--- config.mk ---
export PLATFORM = sky130hd
export DESIGN_NAME = bringup_sequencer
export DESIGN_NICKNAME = d
export VERILOG_FILES = /design/src/rtl/bringup_pkg.sv /design/src/rtl/bringup_stage_counter.sv /design/src/rtl/bringup_sequencer.sv
export SDC_FILE = /design/constraint.sdc
export NUM_CORES = 1
export LEC_CHECK = 0
export CAP_MARGIN = 20
export CELL_PAD_IN_SITES_DETAIL_PLACEMENT = 1
export CELL_PAD_IN_SITES_GLOBAL_PLACEMENT = 1
export CORE_MARGIN = 2
export CORE_UTILIZATION = 30
export DETAILED_ROUTE_END_ITERATION = 8
export PLACE_DENSITY = 0.64
export SYNTH_ARGS = -nofsm -noshare
export SYNTH_HDL_FRONTEND = slang
export SYNTH_SLANG_ARGS = --single-unit
--- constraint.sdc ---
create_clock -name clock -period 5.6 [get_ports clock]
set_clock_uncertainty 0.2 [all_clocks]
set_input_delay 1.68 -clock clock [delete_from_list [all_inputs] [get_ports clock]]
set_output_delay 1.68 -clock clock [all_outputs]
set_load 0.005 [all_outputs]
--- src/rtl/bringup_pkg.sv ---
// bringup_pkg: shared state encoding, default parameters and stage-delay field extraction
package bringup_pkg;
  typedef enum logic [1:0] {IDLE, SEQ, RUN, TIMEOUT} state_t;
  localparam int DEF_NUM_STAGES = 2;
  localparam int DEF_DLY_W = 16;
  localparam int DEF_TMO_W = 32;
  localparam int DEF_AUTO_START = 1;
  localparam int MAX_STAGES = 8;
  localparam int MAX_DLY_W = 64;
  localparam int MAX_BUS = MAX_STAGES * MAX_DLY_W;
  function automatic logic [MAX_DLY_W-1:0] delay_field(input logic [MAX_BUS-1:0] bus,
                                                       input int unsigned i,
                                                       input int unsigned w);
    logic [MAX_BUS-1:0] mask;
    mask = (MAX_BUS'(1) << w) - MAX_BUS'(1);
    return MAX_DLY_W'((bus >> (i * w)) & mask);
  endfunction
endpackage

--- src/rtl/bringup_stage_counter.sv ---
// bringup_stage_counter: per-stage edge counter, terminal count at max(delay,1) edges after load
module bringup_stage_counter #(
  parameter int DLY_W = 16
) (
  input  logic             clock,
  input  logic             reset_n,
  input  logic             load,
  input  logic             en,
  input  logic [DLY_W-1:0] delay,
  output logic             tc
);
  logic [DLY_W-1:0] cnt;
  logic [DLY_W-1:0] eff;
  assign eff = delay == '0 ? DLY_W'(1) : delay;
  assign tc = cnt == eff - DLY_W'(1);
  // clear on reset or load, otherwise count edges and wrap to zero when the stage fires
  always_ff @(posedge clock) begin
    if (!reset_n || load) cnt <= '0;
    else if (en) cnt <= tc ? '0 : cnt + DLY_W'(1);
  end
endmodule

--- src/rtl/bringup_sequencer.sv ---
// bringup_sequencer: staged release sequencer with run-phase cycle counter and timeout
module bringup_sequencer import bringup_pkg::*; #(
  parameter int NUM_STAGES = DEF_NUM_STAGES,
  parameter int DLY_W      = DEF_DLY_W,
  parameter int TMO_W      = DEF_TMO_W,
  parameter int AUTO_START = DEF_AUTO_START
) (
  input  logic                        clock,
  input  logic                        reset_n,
  input  logic                        start,
  input  logic [NUM_STAGES*DLY_W-1:0] stage_delay,
  input  logic [TMO_W-1:0]            timeout_limit,
  output logic [NUM_STAGES-1:0]       stage_release,
  output logic                        busy,
  output logic                        done,
  output logic                        timed_out,
  output logic                        timeout_pulse,
  output logic [TMO_W-1:0]            run_cycles
);
  localparam int IDX_W = NUM_STAGES > 1 ? $clog2(NUM_STAGES) : 1;
  state_t                      state;
  logic                        auto_pending;
  logic [NUM_STAGES*DLY_W-1:0] dly_q;
  logic [IDX_W-1:0]            idx;
  logic [DLY_W-1:0]            cur_dly;
  logic                        go;
  logic                        cnt_en;
  logic                        tc;
  logic                        last;
  logic [TMO_W-1:0]            next_cycles;
  assign go          = start || (state == IDLE && auto_pending);
  assign cur_dly     = DLY_W'(delay_field(MAX_BUS'(dly_q), 32'(idx), 32'(DLY_W)));
  assign cnt_en      = state == SEQ && !go;
  assign last        = idx == IDX_W'(NUM_STAGES - 1);
  assign next_cycles = &run_cycles ? run_cycles : run_cycles + TMO_W'(1);
  bringup_stage_counter #(.DLY_W(DLY_W)) u_cnt (
    .clock   (clock),
    .reset_n (reset_n),
    .load    (go),
    .en      (cnt_en),
    .delay   (cur_dly),
    .tc      (tc)
  );
  // sequencer FSM: start always wins, otherwise release stages in order, then count run cycles
  always_ff @(posedge clock) begin
    if (!reset_n) begin
      state         <= IDLE;
      auto_pending  <= AUTO_START != 0;
      stage_release <= '0;
      idx           <= '0;
      dly_q         <= '0;
      busy          <= 1'b0;
      done          <= 1'b0;
      timed_out     <= 1'b0;
      timeout_pulse <= 1'b0;
      run_cycles    <= '0;
    end else if (go) begin
      state         <= SEQ;
      auto_pending  <= 1'b0;
      stage_release <= '0;
      idx           <= '0;
      dly_q         <= stage_delay;
      busy          <= 1'b1;
      done          <= 1'b0;
      timed_out     <= 1'b0;
      timeout_pulse <= 1'b0;
      run_cycles    <= '0;
    end else begin
      timeout_pulse <= 1'b0;
      if (state == SEQ && tc) begin
        stage_release[idx] <= 1'b1;
        idx <= last ? idx : idx + IDX_W'(1);
        if (last) begin
          state      <= RUN;
          busy       <= 1'b0;
          done       <= 1'b1;
          run_cycles <= '0;
        end
      end
      if (state == RUN) begin
        run_cycles <= next_cycles;
        if (timeout_limit != '0 && next_cycles >= timeout_limit) begin
          state         <= TIMEOUT;
          done          <= 1'b0;
          timed_out     <= 1'b1;
          timeout_pulse <= 1'b1;
        end
      end
    end
  end
endmodule

==> summary.md <==
| Metric | Value |
|---|---|
| Status | `completed` |
| Antenna violations before repair | `0` |
| Setup TNS | `0 ps` |
| Final Hold Fails | `0` |
| Share of Yosys cell area claimed by the top area cell type | `27.8%` |
| CP dominant cell by count | `ha_1` |
| Final Util | `38.3%` |
| Pwr Density | `195 nW/µm²` |
| Synth Warn # | `0` |
| Worst endpoint data arrival time | `4700 ps` |
| Flip-flop and latch count after synthesis | `90` |
| CP Max Fanout | `8` |
| Post-route design area | `8070 µm²` |
| Highest cell delay on the worst timing path | `540 ps` |
| Max-Cap Viols | `0` |
| Fin Hold WS | `277 ps` |
| Post-cts sizing count | `0` |
| Commonest cells after routing, fill and taps aside | `nand2_1 (108), clkdlybuf4s50_1 (104), dfxtp_1 (89)` |
| GP Congestion | `0.880` |
| Final setup violation count | `0` |
| Synth Flop Type | `dfxtp_1` |
| DR vias | `6,298` |
| RSZ-0062 raised after global routing | `no` |
| Area growth, synth to finish | `24.7%` |
| CP Capture Type | `register` |
| Initial core utilization | `30.7%` |
| Switching Fraction | `27.2%` |
| Place WS | `988 ps` |
| Placed cell areas | `7760 µm²` |
| Commonest non-fill, non-tap cell in the layout | `nand2_1` |
| Site row count | `53` |
| Cell chain of the critical path | `ha_1 > nand2_1 > or3_1 > a211oi_1 > nor2b_1 > buf_4 > and3_1 > xnor2_1 > ha_1 > nand3_1 > nor3_1 > o2111ai_1 > a311oi_1 > nor2_1 > o41a_1 > o211a_1` |
| Routed Antenna Nets | `0` |
| # clock sinks | `90` |
| Distinct cells, synth | `70` |
| DIE AREA | `22,800 µm²` |
| Post-CTS setup repair buffer count | `0` |
| DRC viols | `0` |
| WL/cell | `17.4 µm` |
| Io pins | `105` |
| Worst-case reg-to-reg path depth | `16` |
| Max VDD drop | `0.129 mV` |
| CP max stage cell | `a211oi_1` |
| Psw | `0.428 mW` |
| Fin cells | `1,191` |
| Core Box Area | `21,100 µm²` |
| Slew @ Worst Pin | `989 ps` |
| N_diodes | `0` |
| Placed insts | `1,175` |
| EDFF count, synth | `0` |
| Power Internal | `1.15 mW` |
| Min Clock Period, post-route | `4650 ps` |
| Die H | `151 µm` |
| Via/cell ratio | `5.29` |
| Worst Hold Class | `register to register` |
| Post-DP HPWL | `16,100 µm` |
| R2r endpoint | `done` |
| Dominant cell type by area after synthesis | `dfxtp_1` |
| Insertion delay to the later sink of the worst-skew pair | `350 ps` |
| Largest net degree at the start of global routing | `36` |
| Synthesized area | `6470 µm²` |
| CTS Hold Bufs | `0` |
| Crit Reg-Reg Startpoint | `run_cycles[0]` |
| Chip Width | `151 µm` |
| Achievable Freq | `215 MHz` |
| Vias in the first global route | `6,307` |
| Area of the multi-input gates | `4230 µm²` |
| H-tree Lvls | `3` |
| Port Buffers | `104` |
| Reg area | `1800 µm²` |
| Reg-to-reg slack, setup | `950 ps` |
| Critical path launch point | `run_cycles[0]` |
| Static leakage | `3.00 nW` |
| DRT Pass-1 Iters | `4` |
| Total global-route track usage | `18.5%` |
| Share of power burned in registers | `43.2%` |
| Type of origin of the critical path | `register` |
| Combinational share of power | `15.6%` |
| First-pass GRT wire length | `33,400 µm` |
| Fillers | `2,545` |
| Slew Limit Fails | `0` |
| Clock root buffer | `clkbuf_16` |
| Syn_nets | `928` |
| Clock slew at reported path FFs | `70 ps` |
| GRT overflow | `0` |
| CTS tree | `yes` |
| DRT iter0 DRCs | `315` |
| Crit path capture | `done` |
| Synthesized instance count | `826` |
| WS Path Type | `register to register` |
| Relative slew slack | `34.0%` |
| Clk pwr share | `41.2%` |
| Sequential area share after synthesis | `27.8%` |
| Layout cells sized above 1 | `5.90%` |
| Inserted Clock Buffers | `9` |
| Mean post-synth cell area | `7.84 µm²` |
| Asr flop ratio synth | `0%` |
| CP required | `5650 ps` |
| Tot Pwr | `1.57 mW` |
| CTS Buffer Depth | `2` |
| Crit share post-route | `83.1%` |
| Top post-synthesis cells by area | `dfxtp_1 (28%), xnor2_1 (6.9%), ha_1 (6.8%)` |
| Fin nets | `1,013` |
| Final worst slack | `948 ps` |
| Hold Path Stages | `2` |
| Final WL | `20,700 µm` |
how the worst min path moves through the flow:
stage	slack (ps)	startpoint	endpoint
3_5_place_dp	270	auto_pending	auto_pending
5_1_grt	310	auto_pending	auto_pending
3_3_place_gp	260	dly_q[15]	dly_q[15]
6_report	280	dly_q[14]	dly_q[14]
4_1_cts	280	dly_q[23]	dly_q[23]
2_1_floorplan	240	auto_pending	auto_pending
critical path: cells and delay by family, from the launching register on:
kind | cells | cell delay, ps
DFF | 1 | 480
and+or+nand+nor | 7 | 1470
adders and majority gates | 2 | 520
xor gates and xnor gates | 1 | 80
AOI/OAI and AO/OA | 5 | 1620
buffers and inverters | 1 | 180
per-layer routing:
metal  routed length, µm  share of wire [%]  global-route usage [%]  up-vias
li1                    -                  -                       -     3147
met1               10400                 50                    26.1     3019
met2                9140                 44                    29.3      113
met3                 849                4.1                    3.16       19
met4                 296                1.4                    4.67        0
met5                   0                  0                       0        -
kinds of logic after synthesis:
family / count (synthesis) / share of synthesized area [%]
AND/OR/NAND/NOR: 310 / 24.4
multiplexers: 27 / 4.23
flip-flops: 90 / 27.8
adder cells (fa/ha/maj): 35 / 6.76
XOR/XNOR: 68 / 9.20
AO/OA/AOI/OAI: 194 / 20.7
buffers and inverters: 102 / 6.90
Yosys cell counts (all sizes together), types with 3 or more instances:
library cell,n
a311oi,8
inv,52
o211a,5
ha,35
nor3,27
nand3,26
dfxtp,90
and4,7
or3,5
nand2b,4
nor2b,7
nor4b,3
o31ai,23
a21oi,63
nor2,52
or4,5
xnor2,51
o22ai,5
mux2,3
and2,6
clkbuf,38
xor2,17
nor4,12
nand2,108
nor3b,10
o211ai,3
buf,11
o21a,3
mux2i,24
o22a,4
nand4,19
a31oi,8
a221oi,6
a21o,5
and3,11
a211oi,22
o21ai,15
power by group through the flow:
stage / combinational, mW / clock (mW) / sequential (mW)
2_1_floorplan: 0.149 / 0 / 0.686
3_3_place_gp: 0.244 / 0 / 0.693
3_5_place_dp: 0.245 / 0 / 0.694
4_1_cts: 0.247 / 0.668 / 0.679
5_1_grt: 0.273 / 0.695 / 0.682
6_report: 0.246 / 0.648 / 0.679
sequential cells by signal (all words and copies together) (netlist names), 2 cells and up:
| register | flops |
|---|---|
| state | 2 |
| u_cnt.cnt | 16 |
| run_cycles | 32 |
| stage_release | 2 |
| dly_q | 32 |
layout make-up:
cell class	count	area share (%)
Multi-Input combinational cell	634	52.4
Sequential cell	90	22.3
Timing Repair Buffer	123	14.7
Tap cell	275	4.26
Clock buffer	11	3.13
Inverter	53	2.46
Clock inverter	5	0.759
No activity file was read; power rests on OpenSTA's default activity.
